`src/rtl/index_decoder_pkg.sv`:
```
// Shared types for the index decoder.
//   state_t : occupancy states of the output skid buffer
//   entry_t : one buffered decode result {onehot, err}. The one-hot field
//             is sized for the largest supported NUM_OUTPUTS (64). Narrower
//             instances use only the low bits.
package index_decoder_pkg;

   localparam int ONEHOT_MAX = 64;

   typedef enum logic [1:0] {
      EMPTY = 2'd0,
      ONE   = 2'd1,
      FULL  = 2'd2
   } state_t;

   typedef struct packed {
      logic [ONEHOT_MAX-1:0] onehot;
      logic                  err;
   } entry_t;

   // Mask that keeps the low n bits of a one-hot field.
   function automatic logic [ONEHOT_MAX-1:0] low_mask(input int n);
      logic [ONEHOT_MAX-1:0] m;
      m = '0;
      for (int i = 0; i < ONEHOT_MAX; i++) begin
         if (i < n) m[i] = 1'b1;
      end
      return m;
   endfunction

endpackage

```
`src/rtl/index_decoder_skid_buffer.sv`:
```
// Two-entry skid buffer (main + skid register) with valid/ready handshakes.
// in_ready is a registered output and has no combinational dependency on
// out_ready. Strict FIFO order is kept and entries are never dropped or
// duplicated.
// Ports:
//   clk, rst_n            clock, async active-low reset
//   in_data/valid/ready   upstream handshake
//   out_data/valid/ready  downstream handshake (out_data = main register)
//
// state | meaning
// EMPTY | no entries held
// ONE   | main register occupied
// FULL  | main and skid registers occupied, in_ready low
module skid_buffer
   import index_decoder_pkg::*;
#(
   parameter int DATA_W = 8
) (
   input  logic              clk,
   input  logic              rst_n,
   input  logic [DATA_W-1:0] in_data,
   input  logic              in_valid,
   output logic              in_ready,
   output logic [DATA_W-1:0] out_data,
   output logic              out_valid,
   input  logic              out_ready
);

   state_t            state;
   logic [DATA_W-1:0] skid_q;
   logic              in_xfer;
   logic              out_xfer;

   assign in_xfer  = in_valid && in_ready;
   assign out_xfer = out_valid && out_ready;

   always_ff @(posedge clk or negedge rst_n) begin
      if (!rst_n) begin
         state     <= EMPTY;
         out_data  <= '0;
         skid_q    <= '0;
         out_valid <= 1'b0;
         in_ready  <= 1'b1;
      end else begin
         case (state)
            EMPTY: begin
               if (in_xfer) begin
                  out_data  <= in_data;
                  out_valid <= 1'b1;
                  state     <= ONE;
               end
            end
            ONE: begin
               if (in_xfer && !out_xfer) begin
                  // Consumer stalled: park the new entry behind main.
                  skid_q   <= in_data;
                  in_ready <= 1'b0;
                  state    <= FULL;
               end else if (in_xfer && out_xfer) begin
                  out_data <= in_data;
               end else if (out_xfer) begin
                  out_valid <= 1'b0;
                  state     <= EMPTY;
               end
            end
            FULL: begin
               if (out_xfer) begin
                  out_data <= skid_q;
                  in_ready <= 1'b1;
                  state    <= ONE;
               end
            end
            default: begin
               out_valid <= 1'b0;
               in_ready  <= 1'b1;
               state     <= EMPTY;
            end
         endcase
      end
   end

endmodule

```
`src/rtl/index_decoder.sv`:
```
// Binary-to-one-hot index decoder with a one-cycle, fully pipelined
// valid/ready output stage (2-entry skid buffer).
// Ports:
//   clk, rst_n                   clock, async active-low reset
//   in_index, in_valid, in_ready input handshake, index of IDX_W bits
//   out_onehot, out_err          decoded result
//   out_valid, out_ready         output handshake
// Build option: INDEX_DECODER_RANGE_CHECK_EN adds a per-entry out-of-range
// flag on out_err. Without it out_err is tied low. An out-of-range index
// gives an all-zero one-hot in both builds.
module index_decoder
   import index_decoder_pkg::*;
#(
   parameter  int NUM_OUTPUTS = 8,
   localparam int IDX_W       = $clog2(NUM_OUTPUTS)
) (
   input  logic                   clk,
   input  logic                   rst_n,
   input  logic [IDX_W-1:0]       in_index,
   input  logic                   in_valid,
   output logic                   in_ready,
   output logic [NUM_OUTPUTS-1:0] out_onehot,
   output logic                   out_err,
   output logic                   out_valid,
   input  logic                   out_ready
);

   localparam logic [ONEHOT_MAX-1:0] OUT_MASK = low_mask(NUM_OUTPUTS);
   localparam logic [ONEHOT_MAX-1:0] ONE_BIT  = {{(ONEHOT_MAX-1){1'b0}}, 1'b1};

   entry_t dec_entry;
   entry_t buf_q;
   logic   unused_bits;

   // An out-of-range index lands on a bit above NUM_OUTPUTS-1, so the mask
   // alone zeroes it. No comparator is needed for that.
   always_comb begin
      dec_entry        = '0;
      dec_entry.onehot = (ONE_BIT << in_index) & OUT_MASK;
`ifdef INDEX_DECODER_RANGE_CHECK_EN
      dec_entry.err    = ({1'b0, in_index} >= (IDX_W+1)'(NUM_OUTPUTS));
`endif
   end

   skid_buffer #(
      .DATA_W ($bits(entry_t))
   ) u_skid (
      .clk       (clk),
      .rst_n     (rst_n),
      .in_data   (dec_entry),
      .in_valid  (in_valid),
      .in_ready  (in_ready),
      .out_data  (buf_q),
      .out_valid (out_valid),
      .out_ready (out_ready)
   );

   assign out_onehot = buf_q.onehot[NUM_OUTPUTS-1:0];

`ifdef INDEX_DECODER_RANGE_CHECK_EN
   assign out_err = buf_q.err;
`else
   assign out_err = 1'b0;
`endif

   // Upper one-hot bits beyond NUM_OUTPUTS are always zero and are not read.
   assign unused_bits = ^buf_q;

endmodule

```
`config.mk`:
```
export PLATFORM = sky130hd
export DESIGN_NAME = index_decoder
export DESIGN_NICKNAME = d
export VERILOG_FILES = /design/src/rtl/index_decoder_pkg.sv /design/src/rtl/index_decoder_skid_buffer.sv /design/src/rtl/index_decoder.sv
export SDC_FILE = /design/constraint.sdc
export NUM_CORES = 1
export LEC_CHECK = 0
export BUFFER_PORTS_ARGS = -buffer_cell sky130_fd_sc_hd__buf_2
export CORE_ASPECT_RATIO = 0.7
export CORE_MARGIN = 2
export CORE_UTILIZATION = 45
export CTS_CLUSTER_SIZE = 8
export DETAILED_ROUTE_END_ITERATION = 7
export REMOVE_ABC_BUFFERS = 1
export SYNTH_ARGS = -nofsm -noshare
export SYNTH_HDL_FRONTEND = slang
export SYNTH_HIERARCHICAL = 1
export SYNTH_SLANG_ARGS = --single-unit
```
`constraint.sdc`:
```
create_clock -name clk -period 1.9 [get_ports clk]
set_clock_uncertainty 0.05 [all_clocks]
set_input_delay 0 -clock clk [delete_from_list [all_inputs] [get_ports clk]]
set_output_delay 0 -clock clk [all_outputs]
set_load 0.02 [all_outputs]
```
-- After elaboration in Yosys (flattened, before gate mapping)
Cells that the tools add are included.
- $add $sub $neg: 0
- multipliers: 0
- div/mod/pow operators: 0
- order comparisons: 0
- equality and inequality tests: 11
- shift operators: 1
- muxes and demuxes: 19
- bitwise operators: 2
- reductions and logical operators: 12
- operator list (kind ; count):
    9-bit 2-to-1 mux ; 4
    9-bit one-hot mux with 3 select lines ; 1
    2-bit 2-to-1 mux ; 5
    2-bit by 1-bit != test with 1-bit output (second input constant) ; 5
    5-bit AND reduction ; 2
    1-bit by 3-bit left shift with 8-bit output (first input constant) ; 1
    1-bit 2-to-1 mux ; 6
    1-bit one-hot mux with 3 select lines ; 2
    2-bit one-hot mux with 3 select lines ; 1
    1-bit logical AND ; 4
    2-bit != test (second input constant) ; 2
    4-bit AND reduction ; 1
    3-bit by 1-bit != test with 1-bit output (second input constant) ; 1
    3-bit by 2-bit != test with 1-bit output (second input constant) ; 1
    3-bit AND reduction ; 1
    3-bit nonzero test ; 1
    2-bit by 1-bit == test with 1-bit output (second input constant) ; 1
    2-bit == test (second input constant) ; 1
    2-bit zero test ; 1
    1-bit NOT ; 2
    2-bit AND reduction ; 1
    1-bit zero test ; 1
- bits in registers: 21
- latch bits: 0
- RAM bits: 0
- ROM bits: 0
- bits of input ports: 7
- output and inout bits: 11
- word-level logic and storage cells: 50
- memories kept: 0

-- Logic depth before layout (Yosys ltp)
- depth after elaboration: 5
- mapped depth: 5
- depth with buffers taken out: 3

-- Cells and area by module
The synthesis kept the hierarchy.
- modules (own cells, without submodules) (module ; instances ; cells an instance ; area an instance (um^2) ; seq. area each (um^2)):
    skid_buffer ; 1 ; 369 ; 5819.3 ; 3354.5
    index_decoder ; 1 ; 10 ; 76.3 ; 0.0

-- Worst setup path before layout
No wires, ideal clock.
- path kind: register -> register
- start: reg u_skid.in_ready
- end: reg u_skid/out_data[40] (netlist name)
- library setup time: 0.125 ns
- data arrival time: 1.658 ns
- slack: 0.067 ns
- cell stages (with the launch flop): 6
- buffers on the path: 2
- cell sequence: dfstp_2 nand2_1 o32ai_2 buf_2 buf_4 mux2_2
- RTL lines (item ; line ; source):
    start, declared ; index_decoder_skid_buffer.sv:23 ; output logic in_ready,
    start signal, assigned ; index_decoder_skid_buffer.sv:43 ; in_ready <= 1'b1;
    start signal, assigned ; index_decoder_skid_buffer.sv:57 ; in_ready <= 1'b0;
    start signal, assigned ; index_decoder_skid_buffer.sv:69 ; in_ready <= 1'b1;

-- Worst setup path in the final report
- start: reg u_skid.state[0]
- end: reg u_skid.out_data[8]
- word-level cells in the longest chain between the ends: 3
- RTL lines (item ; line ; source):
    start, declared ; index_decoder_skid_buffer.sv:29 ; state_t state;
    start signal, assigned ; index_decoder_skid_buffer.sv:39 ; state <= EMPTY;
    start signal, assigned ; index_decoder_skid_buffer.sv:50 ; state <= ONE;
    start signal, assigned ; index_decoder_skid_buffer.sv:58 ; state <= FULL;
    2-bit == test, or another cell as far along ; index_decoder_skid_buffer.sv:45 ; case (state)
    2-bit by 1-bit != test with 1-bit output (no source line), or another cell as far along ; n/a ;
    5-bit AND reduction (no source line) ; n/a ;
    end signal, assigned ; index_decoder_skid_buffer.sv:48 ; out_data <= in_data;
    end signal, assigned ; index_decoder_skid_buffer.sv:60 ; out_data <= in_data;
    end signal, assigned ; index_decoder_skid_buffer.sv:68 ; out_data <= skid_q;
    end, declared ; index_decoder_skid_buffer.sv:24 ; output logic [DATA_W-1:0] out_data,
Parallel ways exist; a longest one is shown, timed or not.
A chain may end at the register's enable or synchronous reset.

==> summary.txt <==
Routing
  – 1st-pass router iterations: 4
  – Vias post-DR: 649
  – Post-Route WL: 1820 µm
  – Wire length per cell: 14.0 µm
  – ANT nets after route: 0
  – DRT iter0 DRCs: 9
  – DRC Markers: 0
  – Avg Vias per Cell: 4.99

Setup path
  – CP Max Fanout: 8
  – FF-to-FF setup slack: 0.27 ns
  – Kind of critical path: flop to flop
  – Critical Path End Type: flop
  – Crit path DAT: 1.78 ns
  – Worst R2R Path Depth: 4
  – Worst path cell trace: a21boi_2 > o32ai_2 > buf_4 > mux2_2
  – Max incr delay on CP: 0.44 ns
  – CP Data Required Time: 2.05 ns
  – CP max-delay cell: dfrtp_1
  – FF-to-FF End: u_skid/out_data[8]$_DFFE_PN0P_
  – Startpoint types: flop
  – RR Startpoint: u_skid/state[0]$_DFFE_PN0P_

Floorplan
  – Core Region: 2140 µm²
  – Die Height: 43.8 µm
  – Die area: 2670 µm²
  – Io pins: 18
  – Die width: 60.9 µm
  – Initial core utilization: 47.7%
  – # rows: 14

Pwr
  – PD cells: 682 nW/µm²
  – Leak: 0.000617 µW
  – Maximum VDD drop: 0.457 mV

CTS
  – Clock Sinks: 20
  – Worst skew pair latency: 0.30 ns
  – Clock root buffer: clkbuf_4
  – Clock buffer depth: 2
  – H-tree levels: 1
  – Setup bufs post-CTS: 0
  – Clk pin slew, worst setup/hold paths: 0.11 ns
  – Total CTS buffers: 3
  – TritonCTS clock tree: yes

Timing
  – Final setup viols: 0
  – Fin. max-slew vios: 0
  – Final hold vios: 0
  – Fmax: 0.613 GHz
  – Post-route clock period utilization: 85.9%
  – Final TNS setup: 0 ns
  – Crit path time final: 1.63 ns
  – Unrepaired setup endpoints after global routing: false

Yosys
  – Synthesized instance count: 80
  – Mapped Area: 1020 µm²
  – Yosys warns: 6
  – Mean area per synthesized cell: 12.7 µm²

Finish
  – Antenna diodes: 0
  – Finished Cell Area: 1190 µm²
  – Share of layout cells above drive strength 1: 55.1%
  – Most frequent cells in the layout: 24 x mux2_2, 19 x dfrtp_1, 16 x buf_2
  – Area Growth Syn to Fin: 16.8%
  – Commonest non-fill, non-tap cell in the layout: mux2_2
  – Nets: 106
  – Filler cells: 219
  – Storage cell area: 502 µm²
  – Non-Filler Instances: 130
  – Multi-input gate area: 455 µm²

Placement
  – DP Area: 1110 µm²
  – RePlAce Congestion: 0.916
  – Hpwl dp: 1310 µm
  – Dpl cells: 123
  – IO Port Bufs: 16

Global routing
  – All-Layer GR Usage: 16.4%
  – Pin count of the biggest net entering global routing: 21
  – Grt total ovfl: 0
  – Initial antenna violation count: 0
  – First-pass GRT wire length: 3070 µm
  – Vias in the first global route: 641

Job
  – Max Cap Violations: 0

Run status
  – Outcome: completed

Hold path
  – HP Class: primary input to async pin
[timing repair]
item	4_1_cts	5_1_grt
hold endpoints to repair	23	0
hold buffers	3	0
resized for setup	0	0
[worst max-delay path by stage]
stage	startpoint	to	slack, ns	cells after the start
finish	u_skid/state[0]$_DFFE_PN0P_	u_skid/out_data[8]$_DFFE_PN0P_	0.27	4
floorplan	u_skid/in_ready$_DFFE_PN1P_	u_skid/out_data[1]$_DFFE_PN0P_	0.17	3
global placement	u_skid/in_ready$_DFFE_PN1P_	u_skid/out_data[4]$_DFFE_PN0P_	0.31	4
CTS	u_skid/state[0]$_DFFE_PN0P_	u_skid/out_data[6]$_DFFE_PN0P_	0.26	4
global route	u_skid/state[0]$_DFFE_PN0P_	u_skid/out_data[6]$_DFFE_PN0P_	0.17	4
detailed placement	u_skid/state[0]$_DFFE_PN0P_	u_skid/out_data[8]$_DFFE_PN0P_	0.28	4
[metrics by stage]
stage	total power, µW	hold WS [ns]	util, %	setup WS (ns)
6_report	812	0.111	55.7	0.268
3_5_place_dp	475	-0.0676	51.8	0.282
5_1_grt	853	0.135	55.7	0.175
2_1_floorplan	452	-0.346	-	0.166
4_1_cts	829	0.119	55.7	0.258
3_3_place_gp	475	-0.0692	51.8	0.312
[worst max-delay path, delay by kind of cell (launching register included)]
family          cells  cell delay, ns
mux                 1            0.35
flops               1            0.44
compound gates      2            0.46
buf+inv             1            0.22
[metal layers]
layer | share of wire, % | routed length [µm] | global-route usage [%] | vias up
met4 | 0.50 | 9 | 2.61 | 0
met2 | 47 | 861 | 25.2 | 12
met3 | 4.4 | 80 | 6.27 | 2
li1 | - | - | - | 315
met5 | 0 | 0 | 0 | -
met1 | 48 | 864 | 22.6 | 320
[power by group]
group | leakage, µW | switching, µW | total [µW] | internal [µW]
Combinational | 0.000319 | 24.7 | 44.8 | 20.1
Clock | 0.0000279 | 128 | 341 | 213
Sequential | 0.000271 | 0 | 426 | 426
Total | 0.000617 | 153 | 812 | 659
[flip-flops by register name, summed over array words and instances, names as in the netlist]
name	flops
u_skid/out_data	8
u_skid/skid_q	8
u_skid/state	2
u_skid/out_valid	1
u_skid/in_ready	1
[layout make-up]
cell class | count | share of cell area [%]
Sequential cell | 20 | 42.2
Multi-Input combinational cell | 50 | 38.3
Timing Repair Buffer | 22 | 11.1
Tap cell | 32 | 3.36
Clock inverter | 1 | 2.52
Clock buffer | 3 | 1.89
Inverter | 2 | 0.631
Note: power is estimated with default switching activity, not from simulation.
